[src/rtl/au_cmp6_arb_pkg.sv]
// ---------------------------------------------------------------------------
// au_cmp6_arb_pkg
// Shared constants for the shared-comparator arbiter slice.
//   FLG_*  : bit positions of the six comparison flags inside a flag vector
//   NFLG   : number of flags
//   CNT_W  : width of each per-requester grant counter (stats build only)
//   clog2  : ceiling log2, usable in constant expressions
// ---------------------------------------------------------------------------
package au_cmp6_arb_pkg;

  localparam int FLG_LT = 0;
  localparam int FLG_GT = 1;
  localparam int FLG_EQ = 2;
  localparam int FLG_LE = 3;
  localparam int FLG_GE = 4;
  localparam int FLG_NE = 5;
  localparam int NFLG   = 6;

  localparam int CNT_W  = 16;

  // Ceiling log2; clog2(1) = 0, clog2(2) = 1, clog2(5) = 3.
  function automatic int clog2(input int value);
    int result;
    int rem;
    result = 0;
    rem    = value - 1;
    for (int i = 0; i < 32; i++) begin
      if (rem > 0) begin
        result = result + 1;
        rem    = rem >> 1;
      end
    end
    return result;
  endfunction

endpackage

[src/rtl/au_cmp6_sgn.sv]
// ---------------------------------------------------------------------------
// AU_cmp6_sgn
// Purely combinational signed comparator producing all six relations.
// Parameters:
//   WIDTH : operand width (>= 1), two's complement
//   ARCH  : 0 = direct signed compare
//           1 = sign-bit split plus unsigned magnitude compare
//           2 = sign-bias (flip MSB) then unsigned compare
// Ports:
//   a, b                    in  WIDTH  operands
//   lt, gt, eq, le, ge, ne  out 1      relations of a versus b
// ---------------------------------------------------------------------------
module AU_cmp6_sgn #(
  parameter int WIDTH = 8,
  parameter int ARCH  = 0
) (
  input  logic [WIDTH-1:0] a,
  input  logic [WIDTH-1:0] b,
  output logic             lt,
  output logic             gt,
  output logic             eq,
  output logic             le,
  output logic             ge,
  output logic             ne
);

  logic lt_i;
  logic eq_i;

  // Elaboration-time guard: an illegal configuration stops the build/sim.
  if (WIDTH < 1 || ARCH < 0 || ARCH > 2) begin : g_bad_param
    $fatal(1, "AU_cmp6_sgn: illegal WIDTH=%0d or ARCH=%0d", WIDTH, ARCH);
  end

  assign eq_i = (a == b);

  if (ARCH == 1) begin : g_arch_split
    // Differing signs decide on their own; equal signs compare as unsigned,
    // which is correct for two's complement in both halves of the range.
    assign lt_i = (a[WIDTH-1] & ~b[WIDTH-1]) |
                  ((a[WIDTH-1] == b[WIDTH-1]) & (a < b));
  end else if (ARCH == 2) begin : g_arch_bias
    // Flipping the sign bit maps the signed range monotonically onto the
    // unsigned range, so a plain unsigned compare gives the signed order.
    localparam logic [WIDTH-1:0] MSB_MASK = WIDTH'(1) << (WIDTH - 1);
    assign lt_i = ((a ^ MSB_MASK) < (b ^ MSB_MASK));
  end else begin : g_arch_direct
    assign lt_i = ($signed(a) < $signed(b));
  end

  assign lt = lt_i;
  assign eq = eq_i;
  assign gt = ~lt_i & ~eq_i;
  assign le = lt_i | eq_i;
  assign ge = ~lt_i;
  assign ne = ~eq_i;

endmodule

[src/rtl/au_rr_pick.sv]
// ---------------------------------------------------------------------------
// au_rr_pick
// Combinational round-robin picker: the first asserted request found when
// scanning from ptr upward and wrapping modulo NREQ wins.
// Ports:
//   req  in  NREQ  request vector
//   ptr  in  IDW   highest-priority index for this cycle (< NREQ)
//   sel  out NREQ  one-hot winner (all zero when no request)
//   idx  out IDW   binary winner index (0 when no request)
// ---------------------------------------------------------------------------
module au_rr_pick #(
  parameter int NREQ = 4,
  parameter int IDW  = 2
) (
  input  logic [NREQ-1:0] req,
  input  logic [IDW-1:0]  ptr,
  output logic [NREQ-1:0] sel,
  output logic [IDW-1:0]  idx
);

  logic             found;
  logic [IDW-1:0]   pos;

  // Scan priority order ptr, ptr+1, ... and latch onto the first hit; later
  // hits are masked by found so the result stays one-hot.
  always_comb begin
    sel   = '0;
    idx   = '0;
    found = 1'b0;
    pos   = '0;
    for (int k = 0; k < NREQ; k++) begin
      pos = IDW'((int'(ptr) + k) % NREQ);
      if (!found && req[pos]) begin
        found    = 1'b1;
        sel[pos] = 1'b1;
        idx      = pos;
      end
    end
  end

endmodule

[src/rtl/au_cmp6_sgn_arb.sv]
// ---------------------------------------------------------------------------
// au_cmp6_sgn_arb
// Round-robin arbiter sharing one signed six-way comparator among NREQ
// requesters. One requester is granted per cycle; its operands are compared
// combinationally and the flags are registered together with its ID. The
// response side has valid/ready backpressure.
// Parameters:
//   WIDTH (>=1), ARCH (0..2), NREQ (2..8); IDW = max(1, clog2(NREQ)).
// Ports:
//   clk, rst          clock, synchronous active-high reset
//   req      in  NREQ        level requests, held until granted
//   a_flat   in  NREQ*WIDTH  operand a of requester i at [i*WIDTH +: WIDTH]
//   b_flat   in  NREQ*WIDTH  operand b, same packing
//   gnt      out NREQ        one-hot combinational grant
//   rsp_vld  out 1           response valid
//   rsp_rdy  in  1           response consumer ready
//   rsp_id   out IDW         requester the response belongs to
//   rsp_lt/gt/eq/le/ge/ne    registered flags
// Optional build macro AU_CMP6_SGN_ARB_STATS_EN adds:
//   gnt_cnt_flat out NREQ*16 saturating per-requester grant counters
// ---------------------------------------------------------------------------
module au_cmp6_sgn_arb
  import au_cmp6_arb_pkg::*;
#(
  parameter  int WIDTH = 8,
  parameter  int ARCH  = 0,
  parameter  int NREQ  = 4,
  localparam int IDW   = (clog2(NREQ) > 1) ? clog2(NREQ) : 1
) (
  input  logic                  clk,
  input  logic                  rst,
  input  logic [NREQ-1:0]       req,
  input  logic [NREQ*WIDTH-1:0] a_flat,
  input  logic [NREQ*WIDTH-1:0] b_flat,
  output logic [NREQ-1:0]       gnt,
  output logic                  rsp_vld,
  input  logic                  rsp_rdy,
  output logic [IDW-1:0]        rsp_id,
  output logic                  rsp_lt,
  output logic                  rsp_gt,
  output logic                  rsp_eq,
  output logic                  rsp_le,
  output logic                  rsp_ge,
  output logic                  rsp_ne
`ifdef AU_CMP6_SGN_ARB_STATS_EN
  ,
  output logic [NREQ*CNT_W-1:0] gnt_cnt_flat
`endif
);

  logic [IDW-1:0]   ptr;
  logic [IDW-1:0]   win_idx;
  logic [NREQ-1:0]  win_sel;
  logic             accept;
  logic [WIDTH-1:0] a_win;
  logic [WIDTH-1:0] b_win;
  logic [NFLG-1:0]  cmp_flags;
  logic [NFLG-1:0]  rsp_flags;

  // Elaboration-time guard: an illegal configuration stops the build/sim.
  if (WIDTH < 1 || ARCH < 0 || ARCH > 2 || NREQ < 2 || NREQ > 8) begin : g_bad_param
    $fatal(1, "au_cmp6_sgn_arb: illegal WIDTH=%0d ARCH=%0d NREQ=%0d",
           WIDTH, ARCH, NREQ);
  end

  au_rr_pick #(
    .NREQ (NREQ),
    .IDW  (IDW)
  ) u_pick (
    .req (req),
    .ptr (ptr),
    .sel (win_sel),
    .idx (win_idx)
  );

  // A slot opens when the output register is empty or being drained this
  // cycle; reset suppresses any grant so nothing is consumed while clearing.
  assign accept = ~rst & (|req) & (~rsp_vld | rsp_rdy);
  assign gnt    = accept ? win_sel : '0;

  assign a_win = a_flat[int'(win_idx)*WIDTH +: WIDTH];
  assign b_win = b_flat[int'(win_idx)*WIDTH +: WIDTH];

  AU_cmp6_sgn #(
    .WIDTH (WIDTH),
    .ARCH  (ARCH)
  ) u_cmp (
    .a  (a_win),
    .b  (b_win),
    .lt (cmp_flags[FLG_LT]),
    .gt (cmp_flags[FLG_GT]),
    .eq (cmp_flags[FLG_EQ]),
    .le (cmp_flags[FLG_LE]),
    .ge (cmp_flags[FLG_GE]),
    .ne (cmp_flags[FLG_NE])
  );

  // Response register and round-robin pointer. An accept overwrites the
  // response in place (no bubble when draining and accepting together);
  // a drain with nothing to accept only drops valid and leaves the payload.
  always_ff @(posedge clk) begin
    if (rst) begin
      ptr       <= '0;
      rsp_vld   <= 1'b0;
      rsp_id    <= '0;
      rsp_flags <= '0;
    end else if (accept) begin
      ptr       <= (win_idx == IDW'(NREQ - 1)) ? '0 : win_idx + IDW'(1);
      rsp_vld   <= 1'b1;
      rsp_id    <= win_idx;
      rsp_flags <= cmp_flags;
    end else if (rsp_vld && rsp_rdy) begin
      rsp_vld   <= 1'b0;
    end
  end

  assign rsp_lt = rsp_flags[FLG_LT];
  assign rsp_gt = rsp_flags[FLG_GT];
  assign rsp_eq = rsp_flags[FLG_EQ];
  assign rsp_le = rsp_flags[FLG_LE];
  assign rsp_ge = rsp_flags[FLG_GE];
  assign rsp_ne = rsp_flags[FLG_NE];

`ifdef AU_CMP6_SGN_ARB_STATS_EN
  for (genvar i = 0; i < NREQ; i++) begin : g_cnt
    logic [CNT_W-1:0] cnt;

    // Per-requester grant counter; sticks at all-ones instead of wrapping.
    always_ff @(posedge clk) begin
      if (rst) begin
        cnt <= '0;
      end else if (accept && (win_idx == IDW'(i)) && (cnt != '1)) begin
        cnt <= cnt + CNT_W'(1);
      end
    end

    assign gnt_cnt_flat[i*CNT_W +: CNT_W] = cnt;
  end
`endif

endmodule

[config.mk]
export PLATFORM = sky130hd
export DESIGN_NAME = au_cmp6_sgn_arb
export DESIGN_NICKNAME = d
export VERILOG_FILES = /design/src/rtl/au_cmp6_arb_pkg.sv /design/src/rtl/au_cmp6_sgn.sv /design/src/rtl/au_rr_pick.sv /design/src/rtl/au_cmp6_sgn_arb.sv
export SDC_FILE = /design/constraint.sdc
export NUM_CORES = 1
export LEC_CHECK = 0
export BUFFER_PORTS_ARGS = -buffer_cell sky130_fd_sc_hd__buf_4
export CAP_MARGIN = 20
export CORE_AREA = 10 10 98 100
export DETAILED_ROUTE_END_ITERATION = 10
export DIE_AREA = 0 0 108 110
export GPL_ROUTABILITY_DRIVEN = 0
export HOLD_SLACK_MARGIN = 0.1
export PLACE_DENSITY = 0.64
export SLEW_MARGIN = 20
export SYNTH_ARGS = -nofsm -noshare
export SYNTH_HDL_FRONTEND = slang
export SYNTH_SLANG_ARGS = --single-unit
[constraint.sdc]
create_clock -name clk -period 6 [get_ports clk]
set_input_delay 1.8 -clock clk [delete_from_list [all_inputs] [get_ports clk]]
set_output_delay 1.8 -clock clk [all_outputs]
set_load 0.005 [all_outputs]
### Word level (Yosys, flattened, before mapping)

Cells that the tools add are included.

| operators by class | value |
|---|---|
| $lt $le $gt $ge | 9 |
| multiplexer cells | 31 |
| reduce and logical (&&, ||, !) cells | 13 |
| $add $sub $neg | 4 |
| equal/unequal tests | 2 |
| bitwise logic cells | 12 |
| shift operators | 2 |

Operators with widths:

| cell | count |
|---|---|
| variable part select 32 x 6 -> 8 bit | 2 |
| 2-to-1 mux 4 bit | 5 |
| 2-to-1 mux 1 bit | 13 |
| less-than comparator 2 x 3 -> 1 bit (second input constant) | 4 |
| OR 4 bit | 3 |
| 2-to-1 mux 2 bit | 5 |
| binary-select mux 1 bit (select 2 bit) | 4 |
| demux 1 bit (select 2 bit) | 4 |
| equality test 8 bit | 1 |
| >= comparator 2 x 1 -> 1 bit (second input constant) | 4 |
| logical AND 1 bit | 8 |
| less-than comparator 8 bit | 1 |
| adder 2 x 1 -> 2 bit (second input constant) | 2 |
| adder 2 bit (second input constant) | 2 |
| NOT 1 bit | 4 |
| OR reduction 4 bit | 1 |
| AND 1 bit | 3 |
| zero test 1 bit | 3 |
| equality test 2 bit (second input constant) | 1 |
| OR 1 bit | 2 |
| nonzero test 2 bit | 1 |

| storage, ports and cells | value |
|---|---|
| output and inout port bits | 13 |
| register bits | 11 |
| logic and storage cells | 77 |

### Logic depth before layout (Yosys ltp)

Gate-level depths: netlist of run 1.

| depth | value |
|---|---|
| depth in word-level cells | 16 |
| depth in mapped cells | 19 |
| depth with buffers taken out | 15 |

### Hierarchy

A second synthesis of run 1 with hierarchy kept.

| second synthesis, totals | value |
|---|---|
| cells, all modules | 164 |
| area total of the unflattened synthesis | 1657.8 µm² |

By module, submodules not included:

| module | cells each | times used | area each (µm²) | sequential area each (µm²) |
|---|---|---|---|---|
| au_cmp6_sgn_arb | 63 | 1 | 915.9 | 220.2 |
| au_rr_pick | 65 | 1 | 489.2 | 0.0 |
| AU_cmp6_sgn | 36 | 1 | 252.7 | 0.0 |

### Least setup slack after synthesis of run 1

No wires, ideal clock.

| timing | value |
|---|---|
| path type | in2out |
| start | input req[2] |
| end | output gnt[0] |
| slack | 954 ps |
| data arrival time | 3246 ps |
| data required time | 4200 ps |
| stages | 6 |
| cells stage by stage | buf_2 > mux4_2 > nor3_1 > a221o_1 > o21ai_0 > a21oi_1 |

| on the way | value |
|---|---|
| longest elaborated chain between the ends | 13 |
| elaborated cells between the ends (all ways) | 28 |
| those cells by class | mux (16); bitwise (5); reduce/logical (7) |

Ends and longest elaborated chain:

| item | line | RTL |
|---|---|---|
| from (decl) | au_cmp6_sgn_arb.sv:32 | `input logic [NREQ-1:0] req,` |
| binary-select mux 1 bit (select 2 bit) | au_rr_pick.sv:33 | `if (!found && req[pos]) begin` |
| 2-to-1 mux 1 bit (not written as such) | au_rr_pick.sv:33 |  |
| 2-to-1 mux 1 bit | au_rr_pick.sv:33 |  |
| zero test 1 bit | au_rr_pick.sv:33 |  |
| logical AND 1 bit | au_rr_pick.sv:33 |  |
| 2-to-1 mux 1 bit | au_rr_pick.sv:33 |  |
| zero test 1 bit | au_rr_pick.sv:33 |  |
| logical AND 1 bit | au_rr_pick.sv:33 |  |
| 2-to-1 mux 1 bit | au_rr_pick.sv:33 |  |
| zero test 1 bit | au_rr_pick.sv:33 |  |
| logical AND 1 bit | au_rr_pick.sv:33 |  |
| 2-to-1 mux 4 bit | au_rr_pick.sv:33 |  |
| 2-to-1 mux 4 bit * | au_cmp6_sgn_arb.sv:79 | `assign gnt = accept ? win_sel : '0;` |
| to (decl) | au_cmp6_sgn_arb.sv:35 | `output logic [NREQ-1:0] gnt,` |

Every way passes the cells marked *; elsewhere a longest branch is shown, timed or not. The select of a mux whose other input is x is not followed.

### Worst setup path after layout of run 1

| timing | value |
|---|---|
| start | input req[2] |
| end | output gnt[3] |

Same word-level chain as after synthesis.

==> impl_metrics.ini, run 1 <==
[power]
vdd_drop_max_mv = 0.304
p_leak_nw = 1.28
total_power_w = 0.00153
seq_power_share_pct = 7.5
clockPowerShare_pct = 4.8
powerDensity_nw_per_um2 = 510
netSwitchingFraction_pct = 52.3
internal-power_w = 0.000729
p_sw_w = 0.000799
pwr-share-comb_pct = 87.6

[routing]
dr.pass1.iters = 4
drt-total-wl_um = 8260
ant_nets = 0
wl_per_cell_um = 17.1
vias = 2783
via_per_inst = 5.75
drt_iter0_drc = 176
drcViolationCount = 0

[die]
rows = 32
die_width_um = 108
die_y_um = 110
die-area_um2 = 11900
initial_core_util_pct = 29.7
ios = 84
coreArea_um2 = 7650

[run_status]
outcome = completed

[worst_hold_path]
hold_end = rsp_id[0]
hp-class = reg -> reg
hold_start = rsp_id[0]
min_path_cells = 2

[clocking]
holdBufCountCts = 0
htreeDepth = 1
postCtsSetupBuffers = 0
cts_tree = built
cts_sinks = 11
cts_resized = 0
cts_buffers = 3
max-clock-path-buffers = 2
clock_latency_ns = 0.24
root_buffer = clkbuf_8
clk_pin_slew_worst_paths_ns = 0.05

[yosys]
yosysTopAreaCell = mux2i_1
ys_ff_latch = 11
synth-main-ff-cell = dfxtp_1
ys_types = 48
yosysWarnings = 0
yosysMostFrequentCell = a31oi_1
yosys.area.top_type_share_pct = 11.9
synth_area_leaders = mux2i_1, a31oi_1, dfxtp_1
synthTopCellsByCount = a31oi_1, o21ai_0, mux2i_1
synth.avg_cell_area_um2 = 7.18
synth_cells = 316
synth_seq_area_share_pct = 9.70
synth_nets = 404
async_reset_ff_share_pct = 0
netlist_area_um2 = 2270
synth_edf_count = 0

[layout]
multi_input_area_um2 = 1840
nets = 471
seq_area_um2 = 221
layout-drive-gt1-share_pct = 27.5
fillers = 803
area_growth_pct = 32.0
fin_cells = 484
fin_util_pct = 39.2
antenna_cells = 0

[global_route]
grt_max_degree = 81
grt_pass1_vias = 2639
grt.total_usage_pct = 12.7
grt_pass1_wl_um = 12800
antenna_found_initial = 0
grt_overflow_total = 0

[critical_path]
cp_cell_sequence = buf_4, mux4_2, nor3_1, a221o_1, o21ai_0, a21oi_1, buf_4
critPathMaxStageDelay_ns = 0.56
crit_type = in -> out
cp-end-kind = primary output
crit_path_frequent_cell = buf_4
crit_path_start_kind = input port
path_max_fanout = 9
worst_path_max_delay_cell = mux4_2
r2r-start = ptr[1]
rrSetupSlack_ns = 1.40
cp.required_ns = 4.20
r2r_cells = 16
crit_arrival_ns = 3.52
r2r-end = rsp_flags[3]

[timing]
setup_tns_ns = 0
fin_crit_sh_pct = 88.7
setup_viol = 0
skew_ns = 0.00517
hold_viol = 0
hold_ws_ns = 0.476
relSlewSlack_pct = 32.4
final_max_slew_viol_count = 0
worstMarginPinSlew_ns = 1.01
period_needed_ns = 5.32
rsz0062_at_grt = false
fmax_mhz = 188

[placed_design]
dp.cells = 480
hpwl_um = 6380
port_buffers = 83

[flow_run]
maxCapViolCount = 0
[final cells by class]
| cell class | instances | share of cell area, % |
|---|---|---|
| clock buffer | 4 | 1.50 |
| inverter | 15 | 1.88 |
| multi-input combinational | 258 | 61.4 |
| sequential | 11 | 7.39 |
| tap | 102 | 4.26 |
| timing repair buffer | 94 | 23.6 |
[routing by layer]
metal | track usage [%] | up-vias | wire, um
li1 | - | 1365 | -
met1 | 16.6 | 1320 | 3650
met2 | 20.8 | 94 | 3980
met3 | 3.60 | 4 | 591
met4 | 1.62 | 0 | 34
met5 | 0 | - | 0
[how the worst max path moves through the flow]
stage,startpoint,end,depth (start not counted)
6_report,req[2],gnt[3],7
5_1_grt,req[2],gnt[2],7
4_1_cts,req[2],gnt[3],7
3_5_place_dp,req[2],gnt[3],7
3_3_place_gp,req[2],gnt[1],7
2_1_floorplan,req[2],gnt[0],6
[state kept, by name, indices dropped and copies added (netlist names)]
register   flops
rsp_vld        1
ptr            2
rsp_id         2
rsp_flags      6
[per-stage QoR]
stage	worst slack [ns]	area [um^2]
2_1_floorplan	0.954	2270
3_3_place_gp	0.794	2950
3_5_place_dp	0.706	2950
4_1_cts	0.703	3000
5_1_grt	0.555	3000
6_report	0.679	3000
[critical path: cells and delay by family]
family          cells  cell delay [ns]
buf+inv             2             0.27
compound gates      3             0.47
simple gates        1             0.43
mux                 1             0.56
[kinds of logic (layout without fill, tap and decap cells)]
family	count (synthesis)	count (layout)	share of synthesized area (%)
flip-flops	11	11	9.70
multiplexers	31	31	14.6
AND/OR/NAND/NOR	54	54	11.0
AO/OA/AOI/OAI	156	156	46.1
adder cells (fa/ha/maj)	17	17	9.37
buffers and inverters	47	113	9.26
[power by group through the flow]
stage	combinational, W	sequential, W	clock [W]
CTS	0.00134	0.000115	0.0000767
global placement	0.00130	0.000115	0
finish	0.00134	0.000115	0.0000739
global route	0.00149	0.000118	0.0000815
detailed placement	0.00133	0.000116	0
floorplan	0.00101	0.000120	0
[cells in the final DEF, fill, tap and decap left out, types with 2 or more instances in the layout]
cell and instances:
dfxtp_1 10, nand2_1 18, mux2_2 2, nand4_1 2, o21a_1 2, o211ai_1 10, nor3_1 2, clkbuf_8 3
o21ai_0 39, o21ai_1 8, a21oi_1 12, a221o_1 12, inv_1 14, nor2b_1 2, a221oi_1 8, nand2b_1 6
buf_4 94, a22o_1 8, ha_1 17, nand3_1 2, nor2_1 17, a31oi_1 42, a21o_1 2, a21boi_0 2
mux2i_1 27
No activity file was read; power rests on OpenSTA's default activity.
==> run 2, diff against run 1 <==
CORE_AREA = 10 10 78 80   (was 10 10 98 100)
DIE_AREA = 0 0 88 90   (was 0 0 108 110)
PLACE_DENSITY = 0.92   (was 0.64)
==> run 2 against run 1 <==
Final cell count decreased by 10%; combinational power hardly changed; sequential cell count unchanged; clock power is 4.9% higher; total power decreased by 0.69%; largest cell class unchanged; hold slack worse by 0.0030 ns; die area decreased by 33%; cell area down 2.5%; global-route usage rose by 5.6 points; sequential share of layout area is 0.19 points higher; clock skew is 0.0034 ns lower; count of clock-buffer cells in the layout fell by 1; critical path type unchanged; largest power group unchanged.
==> impl_metrics.ini, run 2 (synthesis gave the netlist of run 1 again) <==
[run_status]
outcome = completed

[routing]
drt-total-wl_um = 7720
vias = 2821
dr.pass1.iters = 5
via_per_inst = 6.50
ant_nets = 0
drt_iter0_drc = 350
drcViolationCount = 0
wl_per_cell_um = 17.8

[clocking]
clk_pin_slew_worst_paths_ns = 0.05
cts_resized = 0
max-clock-path-buffers = 2
htreeDepth = 1
clock_latency_ns = 0.25
cts_sinks = 11
cts_tree = built
postCtsSetupBuffers = 0
root_buffer = clkbuf_8
holdBufCountCts = 0
cts_buffers = 3

[power]
vdd_drop_max_mv = 0.238
p_leak_nw = 1.27
powerDensity_nw_per_um2 = 520

[critical_path]
path_buf_inv = 2
r2r_cells = 16
cp_cell_sequence = buf_4, mux4_2, nor3_1, a221o_1, o21ai_0, a21oi_1, buf_4
r2r-end = rsp_flags[3]
worst_path_max_delay_cell = mux4_2
rrSetupSlack_ns = 1.34
cp-end-kind = primary output
cp.required_ns = 4.20
r2r-start = ptr[1]
crit_path_start_kind = input port
critPathTopFamily = multiplexers
path_max_fanout = 9
critPathMaxStageDelay_ns = 0.56
crit_type = in -> out
crit_path_frequent_cell = buf_4
crit_arrival_ns = 3.55

[layout]
fillers = 401
area_growth_pct = 28.7
reg_top3 = rsp_flags: 6 flops, ptr: 2 flops, rsp_id: 2 flops
fin_cells = 434
antenna_cells = 0
top_register = rsp_flags
largest_reg_flops = 6
nets = 469
mostFrequentLayoutCells = buf_4, a31oi_1, o21ai_0, mux2i_1, nand2_1
layout_commonest_cell = buf_4
layout-drive-gt1-share_pct = 27.4

[global_route]
antenna_found_initial = 0
grt_pass1_wl_um = 12500
grt_max_degree = 81
grt_overflow_total = 0
grt_pass1_vias = 2643
grt.total_usage_pct = 18.3

[die]
rows = 25
die-area_um2 = 7920
ios = 84
die_width_um = 88
coreArea_um2 = 4600
initial_core_util_pct = 49.4
die_y_um = 90

[placed_design]
port_buffers = 83
dp.cells = 430
hpwl_um = 5890

[timing]
relSlewSlack_pct = 32.6
worstMarginPinSlew_ns = 1.01
skew_ns = 0.00174
rsz0062_at_grt = false
setup_viol = 0
hold_viol = 0
fmax_mhz = 187
final_max_slew_viol_count = 0
period_needed_ns = 5.35
setup_tns_ns = 0
fin_crit_sh_pct = 89.1

[worst_hold_path]
min_path_cells = 2
hp-class = reg -> reg
hold_end = rsp_id[0]
hold_start = rsp_id[0]

[flow_run]
maxCapViolCount = 0
run 2: worst max-delay path by stage:
stage | from | endpoint | slack [ns] | cells after the start
after floorplan | req[2] | gnt[0] | 0.95 | 6
after global placement | req[2] | gnt[0] | 0.81 | 7
after detailed placement | req[2] | gnt[3] | 0.69 | 7
after CTS | req[2] | gnt[3] | 0.68 | 7
after global routing | req[2] | gnt[2] | 0.53 | 7
final | req[2] | gnt[0] | 0.65 | 7
run 2: cell type report:
| cell class | count | area, um^2 | share of cell area, % |
|---|---|---|---|
| well taps | 54 | 67.6 | 2.31 |
| clock inverters | 1 | 5.00 | 0.171 |
| repair buffers | 92 | 691 | 23.6 |
| flip-flops and latches | 11 | 221 | 7.58 |
| clock buffers | 3 | 41.3 | 1.41 |
| inverters | 15 | 56.3 | 1.93 |
| multi-input cells | 258 | 1840 | 63.0 |
run 2: per-layer routing:
metal  wire [um]  track usage, %  vias up
met1        3080            22.6     1276
met5           0               0        -
met2        3690            29.4      160
li1            -               -     1364
met4         163            5.72        0
met3         786            5.05       21
run 2: where the power goes:
| part | total (W) | internal [W] | switching [W] |
|---|---|---|---|
| registers | 0.000115 | 0.0000982 | 0.0000165 |
| clock network | 0.0000775 | 0.0000459 | 0.0000316 |
| logic | 0.00133 | 0.000575 | 0.000751 |
run 2: tightest hold or removal path: stages, from the launching register on:
cell	delay (ns)
dfxtp_1	0.30
nand2b_1	0.06
a21oi_1	0.06
run 2: metrics by stage:
stage | cell area [um^2] | worst slack [ns] | hold slack [ns] | total power, W | util, %
floorplan | 2270 | 0.954 | 0.467 | 0.00113 | -
global placement | 2880 | 0.808 | 0.460 | 0.00137 | 62.5
detailed placement | 2880 | 0.688 | 0.464 | 0.00142 | 62.5
CTS | 2920 | 0.676 | 0.474 | 0.00150 | 63.5
global route | 2920 | 0.527 | 0.498 | 0.00167 | 63.5
finish | 2920 | 0.653 | 0.473 | 0.00152 | 63.5
==> run 3, diff against run 2 <==
ABC_AREA = 1   (was not set)
CORE_AREA = 10 10 73 75   (was 10 10 78 80)
DIE_AREA = 0 0 83 85   (was 0 0 88 90)
PLACE_DENSITY = 0.9   (was 0.92)
SLEW_MARGIN = not set   (was 20)
==> run 3 against run 2 <==
Cell area fell by 16%; area after synthesis is 21% lower; setup slack improved by 0.31 ns; highest routed layer unchanged.
==> impl_metrics.ini, run 3 <==
[run_status]
outcome = completed

[clocking]
clk_pin_slew_worst_paths_ns = 0.05
root_buffer = clkbuf_8
holdBufCountCts = 0
max-clock-path-buffers = 2
postCtsSetupBuffers = 0
htreeDepth = 1
cts_buffers = 3
cts_sinks = 11
cts_tree = built
cts_resized = 0
clock_latency_ns = 0.24

[critical_path]
cp-end-kind = primary output
crit_path_start_kind = input port
critPathMaxStageDelay_ns = 0.21
path_buf_inv = 4
r2r_cells = 22
cp_cell_sequence = buf_4, inv_1, nand2_1, nand3_1, nand2_2, nor2_4, o21ai_0, o21ai_0, o21ai_0, inv_1, buf_4
crit_path_frequent_cell = o21ai_0
cp.required_ns = 4.20
worst_path_max_delay_cell = nor2_4
critPathTopFamily = simple AND/OR/NAND/NOR gates
r2r-end = rsp_flags[1]
path_max_fanout = 7
crit_type = in -> out
rrSetupSlack_ns = 1.84
r2r-start = ptr[0]
crit_arrival_ns = 3.23

[yosys]
netlist_area_um2 = 1790
synth_nets = 409
yosysMostFrequentCell = nand2_1
yosys.area.top_type_share_pct = 20.1
async_reset_ff_share_pct = 0
ys_ff_latch = 11
synth_edf_count = 0
synthTopCellsByCount = nand2_1, nand3_1, inv_1
yosysWarnings = 0
synth.avg_cell_area_um2 = 5.59
synth_cells = 321
ys_types = 27
synth_seq_area_share_pct = 12.3
synth_area_leaders = nand3_1, nand2_1, inv_1
synth-main-ff-cell = dfxtp_1
yosysTopAreaCell = nand3_1

[power]
total_power_w = 0.00150
vdd_drop_max_mv = 0.304
seq_power_share_pct = 8.1
p_sw_w = 0.000861
powerDensity_nw_per_um2 = 606
internal-power_w = 0.000635
clockPowerShare_pct = 4.9
netSwitchingFraction_pct = 57.6
pwr-share-comb_pct = 87.0
p_leak_nw = 1.48

[timing]
fmax_mhz = 199
period_needed_ns = 5.03
hold_viol = 0
skew_ns = 0.00185
setup_tns_ns = 0
fin_crit_sh_pct = 83.9
setup_viol = 0
rsz0062_at_grt = false
final_max_slew_viol_count = 0
worstMarginPinSlew_ns = 0.743
relSlewSlack_pct = 50.5
hold_ws_ns = 0.471

[routing]
vias = 2230
wl_per_cell_um = 12.5
drt_iter0_drc = 159
drt-total-wl_um = 5600
ant_nets = 0
drcViolationCount = 0
via_per_inst = 4.98
dr.pass1.iters = 4

[worst_hold_path]
hp-class = reg -> reg
hold_start = rsp_flags[4]
hold_end = rsp_flags[4]
min_path_cells = 2

[layout]
reg_top3 = rsp_flags: 6 flops, ptr: 2 flops, rsp_id: 2 flops
largest_reg_flops = 6
layout-drive-gt1-share_pct = 26.1
top_register = rsp_flags
fin_util_pct = 63.0
design_area_um2 = 2470
nets = 487
antenna_cells = 0
area_growth_pct = 37.6
layout_commonest_cell = buf_4
mostFrequentLayoutCells = buf_4, nand2_1, nand3_1, inv_1, ha_1

[placed_design]
port_buffers = 83
dpl-instance-area_um2 = 2420
hpwl_um = 4490

[die]
ios = 84
coreArea_um2 = 3910
initial_core_util_pct = 45.8
rows = 23
die_y_um = 85
die-area_um2 = 7060
die_width_um = 83

[global_route]
grt_overflow_total = 0
grt.total_usage_pct = 15.2
grt_pass1_wl_um = 9600
grt_pass1_vias = 2223
grt_max_degree = 35
antenna_found_initial = 0

[flow_run]
maxCapViolCount = 0
## run 3: changes by cell type after synthesis, moves of 8 or more
cell | before | now
a221o_1 | 12 | 0
a221oi_1 | 8 | 0
a22o_1 | 8 | 0
a31oi_1 | 42 | 0
clkbuf_1 | 17 | 4
inv_1 | 14 | 63
mux2i_1 | 27 | 0
nand2_1 | 18 | 84
nand3_1 | 2 | 72
o211ai_1 | 10 | 1
o21ai_0 | 39 | 14
## run 3: worst register-to-register path, stage by stage, from the launching register on
cell and delay, ns:
dfxtp_1 0.58, inv_2 0.20, ha_1 0.38, inv_1 0.08, nand3_1 0.09, nand2_1 0.08, nor2_2 0.20, nand2_1 0.07
nand2_1 0.09, nand2_2 0.34, nand2_2 0.61, nand2_1 0.12, nand3_1 0.10, nand2_1 0.06, ha_1 0.30, inv_1 0.06
nor2_1 0.03, o21ai_0 0.13, nand2_1 0.07, nand2_1 0.07, o2111ai_1 0.18, nand3_1 0.15, a21oi_1 0.07
## run 3: metrics by stage
step	std cells	worst slack, ns
after detailed placement	444	0.917
after floorplan	321	1.43
after CTS	448	0.966
after global placement	444	1.07
final	448	0.968
after global routing	448	0.745
## run 3: cell type report
cell class | instances | area, um^2
fillers | 395 | 1450
clock buffers | 4 | 45.0
repair buffers | 85 | 638
inverters | 65 | 244
multi-input cells | 233 | 1260
well taps | 50 | 62.6
flip-flops and latches | 11 | 220
## run 3: cell families (layout without fill, tap and decap cells)
family / after synthesis / in the layout / share of synthesized area [%]
flops: 11 / 11 / 12.3
buf+inv: 77 / 154 / 17.6
simple gates: 182 / 182 / 47.5
compound gates: 34 / 34 / 10.7
fa+ha+maj: 17 / 17 / 11.9
## run 3: worst max path at each step
stage / from / to / slack [ns] / cells past startpoint
final: req[3] / gnt[2] / 0.97 / 11
after global routing: req[3] / rsp_flags[1] / 0.75 / 22
after CTS: req[3] / gnt[2] / 0.97 / 11
after detailed placement: req[3] / rsp_flags[1] / 0.92 / 22
after global placement: req[3] / gnt[2] / 1.07 / 11
after floorplan: req[3] / gnt[0] / 1.43 / 9
## run 3: power groups by stage
stage	logic [W]	registers (W)	clock network [W]
floorplan	0.00107	0.000119	0
global placement	0.00127	0.000122	0
detailed placement	0.00130	0.000122	0
CTS	0.00131	0.000121	0.0000731
global route	0.00154	0.000125	0.0000767
finish	0.00130	0.000122	0.0000731
## run 3: metal layers
layer	vias to the layer above	share of wire, %	GRT usage, %
li1	1178	-	-
met1	974	44	18.4
met2	74	51	27.9
met3	4	5.0	2.20
met4	0	0.48	2.63
met5	-	0	0
